## src/rtl/uart_boot_pkg.sv

```systemverilog
// rtl/uart_boot_pkg.sv - shared constants and state encoding for the UART boot-command parser
//
// Contents:
//   HDR_B0/HDR_B1        frame header bytes
//   CMD_REBOOT/CMD_PING  accepted command codes
//   RSP_ACK/RSP_NAK      response bytes returned to uart_tx
//   ST_*_ENC / state_t   parser state encoding

package uart_boot_pkg;

    localparam logic [7:0] HDR_B0     = 8'h55;
    localparam logic [7:0] HDR_B1     = 8'hAA;
    localparam logic [7:0] CMD_REBOOT = 8'h01;
    localparam logic [7:0] CMD_PING   = 8'h02;
    localparam logic [7:0] RSP_ACK    = 8'h06;
    localparam logic [7:0] RSP_NAK    = 8'h15;

    localparam logic [2:0] ST_IDLE_ENC = 3'd0;
    localparam logic [2:0] ST_HDR2_ENC = 3'd1;
    localparam logic [2:0] ST_CMD_ENC  = 3'd2;
    localparam logic [2:0] ST_ADR2_ENC = 3'd3;
    localparam logic [2:0] ST_ADR1_ENC = 3'd4;
    localparam logic [2:0] ST_ADR0_ENC = 3'd5;
    localparam logic [2:0] ST_CHK_ENC  = 3'd6;

    typedef enum logic [2:0] {
        S_IDLE = ST_IDLE_ENC,
        S_HDR2 = ST_HDR2_ENC,
        S_CMD  = ST_CMD_ENC,
        S_ADR2 = ST_ADR2_ENC,
        S_ADR1 = ST_ADR1_ENC,
        S_ADR0 = ST_ADR0_ENC,
        S_CHK  = ST_CHK_ENC
    } state_t;

endpackage

```

## src/rtl/uart_byte_timeout.sv

```systemverilog
// rtl/uart_byte_timeout.sv - inter-byte timeout counter with clear, enable and terminal count
//
// Ports:
//   clk    in   clock
//   rst_n  in   synchronous active-low reset
//   clr    in   restart the count from zero (a byte arrived)
//   en     in   count while high; held at zero while low
//   tc     out  high while the count sits at TIMEOUT_CYC-1 and counting is enabled

module uart_byte_timeout #(
    parameter int TIMEOUT_CYC = 500000,
    parameter int CNT_W       = 20
) (
    input  logic clk,
    input  logic rst_n,
    input  logic clr,
    input  logic en,
    output logic tc
);

    localparam logic [CNT_W-1:0] LAST = CNT_W'(TIMEOUT_CYC - 1);

    logic [CNT_W-1:0] cnt_q;

    assign tc = en && (cnt_q == LAST);

    always_ff @(posedge clk) begin
        if (!rst_n) begin
            cnt_q <= '0;
        end else if (clr || !en || tc) begin
            cnt_q <= '0;
        end else begin
            cnt_q <= cnt_q + 1'b1;
        end
    end

endmodule

```

## src/rtl/uart_boot_cmd_parser.sv

```systemverilog
// rtl/uart_boot_cmd_parser.sv - parses 7-byte boot-command frames from uart_rx and issues warm-boot requests
//
// Ports:
//   sclk       in   system clock
//   rst_n      in   synchronous active-low reset
//   po_data    in   received byte, valid with po_flag
//   po_flag    in   one-cycle strobe per received byte
//   icap_busy  in   ICAP controller cannot accept a boot request
//   boot_addr  out  warm-boot start address, updated only on an accepted reboot
//   boot_req   out  one-cycle boot request pulse
//   tx_byte    out  response byte (ACK/NAK), held until the next response
//   tx_req     out  one-cycle strobe to send tx_byte
//   frame_err  out  one-cycle pulse when a partial frame is dropped on timeout

module uart_boot_cmd_parser
    import uart_boot_pkg::*;
#(
    parameter int TIMEOUT_CYC = 500000,
    parameter int CNT_W       = 20
) (
    input  logic        sclk,
    input  logic        rst_n,
    input  logic [7:0]  po_data,
    input  logic        po_flag,
    input  logic        icap_busy,
    output logic [23:0] boot_addr,
    output logic        boot_req,
    output logic [7:0]  tx_byte,
    output logic        tx_req,
    output logic        frame_err
);

    state_t     state_q, state_d;
    logic [7:0] cmd_q, a2_q, a1_q, a0_q, xor_q;
    logic       tmo_tc;
    logic       eval;
    logic       abort;
    logic       is_reboot;
    logic       frame_ok;

    uart_byte_timeout #(
        .TIMEOUT_CYC (TIMEOUT_CYC),
        .CNT_W       (CNT_W)
    ) u_timeout (
        .clk   (sclk),
        .rst_n (rst_n),
        .clr   (po_flag),
        .en    (state_q != S_IDLE),
        .tc    (tmo_tc)
    );

    // Evaluated against the byte currently on po_data, which is CHK when eval fires.
    assign is_reboot = (cmd_q == CMD_REBOOT);
    assign frame_ok  = (po_data == xor_q)
                    && (is_reboot || (cmd_q == CMD_PING))
                    && !(is_reboot && icap_busy);

    always_ff @(posedge sclk) begin
        if (!rst_n) begin
            state_q <= S_IDLE;
        end else begin
            state_q <= state_d;
        end
    end

    // A byte arriving on the terminal-count cycle takes priority over the timeout.
    always_comb begin
        state_d = state_q;
        eval    = 1'b0;
        abort   = 1'b0;
        if (po_flag) begin
            unique case (state_q)
                S_IDLE: if (po_data == HDR_B0) state_d = S_HDR2;
                S_HDR2: begin
                    if (po_data == HDR_B1) begin
                        state_d = S_CMD;
                    end else if (po_data != HDR_B0) begin
                        state_d = S_IDLE;
                    end
                end
                S_CMD:  state_d = S_ADR2;
                S_ADR2: state_d = S_ADR1;
                S_ADR1: state_d = S_ADR0;
                S_ADR0: state_d = S_CHK;
                S_CHK: begin
                    state_d = S_IDLE;
                    eval    = 1'b1;
                end
                default: state_d = S_IDLE;
            endcase
        end else if (tmo_tc) begin
            state_d = S_IDLE;
            abort   = 1'b1;
        end
    end

    always_ff @(posedge sclk) begin
        if (!rst_n) begin
            cmd_q     <= '0;
            a2_q      <= '0;
            a1_q      <= '0;
            a0_q      <= '0;
            xor_q     <= '0;
            boot_addr <= '0;
            boot_req  <= 1'b0;
            tx_byte   <= '0;
            tx_req    <= 1'b0;
            frame_err <= 1'b0;
        end else begin
            boot_req  <= 1'b0;
            tx_req    <= 1'b0;
            frame_err <= abort;

            if (po_flag) begin
                case (state_q)
                    S_CMD: begin
                        cmd_q <= po_data;
                        xor_q <= po_data;
                    end
                    S_ADR2: begin
                        a2_q  <= po_data;
                        xor_q <= xor_q ^ po_data;
                    end
                    S_ADR1: begin
                        a1_q  <= po_data;
                        xor_q <= xor_q ^ po_data;
                    end
                    S_ADR0: begin
                        a0_q  <= po_data;
                        xor_q <= xor_q ^ po_data;
                    end
                    default: ;
                endcase
            end

            if (eval) begin
                tx_req <= 1'b1;
                if (frame_ok) begin
                    tx_byte <= RSP_ACK;
                    if (is_reboot) begin
                        boot_addr <= {a2_q, a1_q, a0_q};
                        boot_req  <= 1'b1;
                    end
                end else begin
                    tx_byte <= RSP_NAK;
                end
            end

            if (abort) begin
                cmd_q <= '0;
                a2_q  <= '0;
                a1_q  <= '0;
                a0_q  <= '0;
                xor_q <= '0;
            end
        end
    end

endmodule

```

## config.mk

```make
export PLATFORM = sky130hd
export DESIGN_NAME = uart_boot_cmd_parser
export DESIGN_NICKNAME = d
export VERILOG_FILES = /design/src/rtl/uart_boot_pkg.sv /design/src/rtl/uart_byte_timeout.sv /design/src/rtl/uart_boot_cmd_parser.sv
export SDC_FILE = /design/constraint.sdc
export NUM_CORES = 1
export LEC_CHECK = 0
export ABC_AREA = 1
export CORE_MARGIN = 10
export CORE_UTILIZATION = 55
export CTS_CLUSTER_SIZE = 25
export DETAILED_ROUTE_END_ITERATION = 16
export PLACE_DENSITY = 0.78
export RECOVER_POWER = 100
export SYNTH_ARGS = -nofsm -noshare
export SYNTH_HDL_FRONTEND = slang
export SYNTH_SLANG_ARGS = --single-unit
```

## constraint.sdc

```tcl
create_clock -name sclk -period 4.85 [get_ports sclk]
set_clock_uncertainty 0.2 [all_clocks]
set_input_delay 0.97 -clock sclk [delete_from_list [all_inputs] [get_ports sclk]]
set_output_delay 0.97 -clock sclk [all_outputs]
set_load 0.01 [all_outputs]
```

==> run metrics <==
status=finished with violations; failing checks=capacitance limit, slew limit; Post-synth EDFFs=0; WL/cell=12.5 µm; CTS Hold Bufs=0; reg-to-reg slack, setup=1.74 ns; IO Pins=47; PwrDens=about 280 mW/mm²; worst min-delay path class=reg -> reg; final net count=744; placer congestion estimate=0.849; drt pass-1 iters=5; vias post-DR=4264; Yosys top cell by area=dfxtp_1; crit path DAT=4.00 ns; Mean Syn Cell Area=6.42 µm²; insertion delay to the later sink of the worst-skew pair=0.36 ns; n_diodes=0; Routed Antenna Nets=0; core area=~0.0081 mm²; Worst R2R End=xor_q[3]; largest net degree at the start of global routing=41; top-count cell post-synth=nand2_1; multi-input logic area=0.00205 mm²; sequential share of the synthesized area=0.411; Setup crit end=boot_addr[4]; Data required, critical path=about 4.9 ns; Total Power=1420 µW; die height=between 100 and 150 µm; setup_tns=0 ns; Max clock buf depth=2; Tightest Pin Transition=1.79 ns; Setup-failing EPs final=0; CP Max Fanout=25; die width=111 µm; global route overflow=0; Max IR drop VDD=150 µV; fin crit period=3.91 ns; async set-reset flop share out of synthesis=0; critical path launch point type=input port; fill cell count=739; Clock Sinks=93; CTS resizes=0; fmax=~260 MHz; full die area=between 0.01 and 0.015 mm²; Syn Inst Count=706; CTS root buffer=clkbuf_8; relative slew slack=-0.195; IO Port Bufs=42; Setup CP Type=in -> reg; wire length of the first global-routing pass=17.8 mm; period utilisation layout=0.806; Yosys top cell area share=0.411; Area Growth Syn to Fin=13.7%; kind of end point of the critical path=register; Syn Std Cell Area=approximately 0.0045 mm²; initial antenna violation count=0; reg2reg path depth=7; hpwl dp=7.33 mm; unique cell type count in the Yosys netlist=30; CTS tree=done; Setup Buffers After CTS=0; register area=0.00186 mm²; total wire length=10.5 mm; synth warn=0; share of layout cells above drive strength 1=0.0354; Setup WS post-layout=0.939 ns; GR Util All Layers=0.167; Critical R2R Launch=u_timeout.cnt_q[0]; fin. max-slew vios=41; FP Rows=33; pre-CTS WS=1.16 ns; Max Cap Viol=1; Main synth FF type=dfxtp_1; starting density of the core=0.557; Final Hold Vio Count=0; first-iteration detailed-routing DRC count=296; Synth area leaders=dfxtp_1 41%, nand2_1 15%, inv_1 9.6%; vias per inst=5.08; Seq cells post-synth=93; number of CTS-inserted buffers=9; unrepaired setup endpoints after global routing=false; CP Launch Point=po_flag; CTS H-Tree Depth=3; clock slew at reported path FFs=around 0.080 ns; vias in the first global route=4024; Lkg Pwr=0.00210 µW; commonest cells in the netlist=183 x nand2_1, 116 x inv_1, 99 x nor2_1; Remaining DRCs=0
[sequential cells by signal (all words and copies together), names as in the netlist, 3 cells and up]
name,count
boot_addr,24
u_timeout.cnt_q,20
a0_q,8
a1_q,8
a2_q,8
cmd_q,8
xor_q,8
state_q,3
tx_byte,3
[worst min-delay path by stage]
stage	start	to	slack, ns	cells past startpoint
6_report	a1_q[2]	a1_q[2]	0.27	2
5_1_grt	a2_q[2]	a2_q[2]	0.29	2
4_1_cts	cmd_q[2]	cmd_q[2]	0.27	2
3_5_place_dp	a2_q[0]	a2_q[0]	0.25	2
3_3_place_gp	cmd_q[2]	cmd_q[2]	0.25	2
2_1_floorplan	cmd_q[3]	cmd_q[3]	0.24	2
[worst max-delay path, stage by stage]
cell and delay (ns):
dlygate4sd3_1 0.60, inv_1 0.12, nor2_2 0.10, buf_4 0.24, nand3_1 0.24, nor3_4 0.17, buf_4 0.31, nand3_1 0.81
nand2_1 0.27, inv_1 0.07, nor2_1 0.10
[power breakdown]
part | leakage (µW) | internal, µW | switching [µW]
clock | 0.000113 | 317 | 267
combinational | 0.00124 | 20.5 | 49.2
sequential | 0.000749 | 764 | 2.06
total | 0.00210 | 1100 | 318
[cells in the final DEF (no fill, tap or decap), types with 3 or more instances in the layout]
master and n:
o21ai_0 11, clkbuf_1 3, a21oi_1 50, clkbuf_8 11
clkdlybuf4s50_1 9, dfxtp_1 93, xnor2_1 4, nor3_1 10
nor2_1 99, conb_1 4, inv_1 117, nand2_1 183
nand4_1 7, dlygate4sd3_1 33, nand3_1 74, xor2_1 6
nor2_2 4
[layer usage]
metal  track usage  vias up  share of wire
met5             0        -              0
met1         0.198     1906           0.44
met2         0.281      136           0.47
li1              -     2194              -
met3        0.0368       28          0.070
met4        0.0747        0          0.025
[logic make-up (layout without fill, tap and decap cells)]
| group | after synthesis | in the layout | share of synthesized area |
|---|---|---|---|
| AND/OR/NAND/NOR | 384 | 384 | 0.356 |
| buffers and inverters | 153 | 179 | 0.137 |
| flip-flops | 93 | 93 | 0.411 |
| AO/OA/AOI/OAI | 64 | 64 | 0.0727 |
| XOR/XNOR | 10 | 10 | 0.0193 |
| adder cells (fa/ha/maj) | 1 | 1 | 0.00276 |
| other | 1 | 4 | 0.000828 |
[stage by stage]
stage                util  hold WS, ns  instance area, µm²  instances
floorplan               -        0.241                4540        709
global placement    0.608        0.250                4940        825
detailed placement  0.608        0.253                4940        825
CTS                 0.635        0.267                5170        840
global route        0.633        0.291                5150        840
finish              0.633        0.265                5150        840
[layout make-up]
| cell class | instances | share of cell area |
|---|---|---|
| multi-input combinational | 463 | 0.398 |
| sequential | 93 | 0.361 |
| timing repair buffer | 46 | 0.0860 |
| inverter | 118 | 0.0860 |
| clock buffer | 12 | 0.0301 |
| tap | 105 | 0.0255 |
| clock inverter | 3 | 0.0134 |
Note: power is estimated with default switching activity, not from simulation.
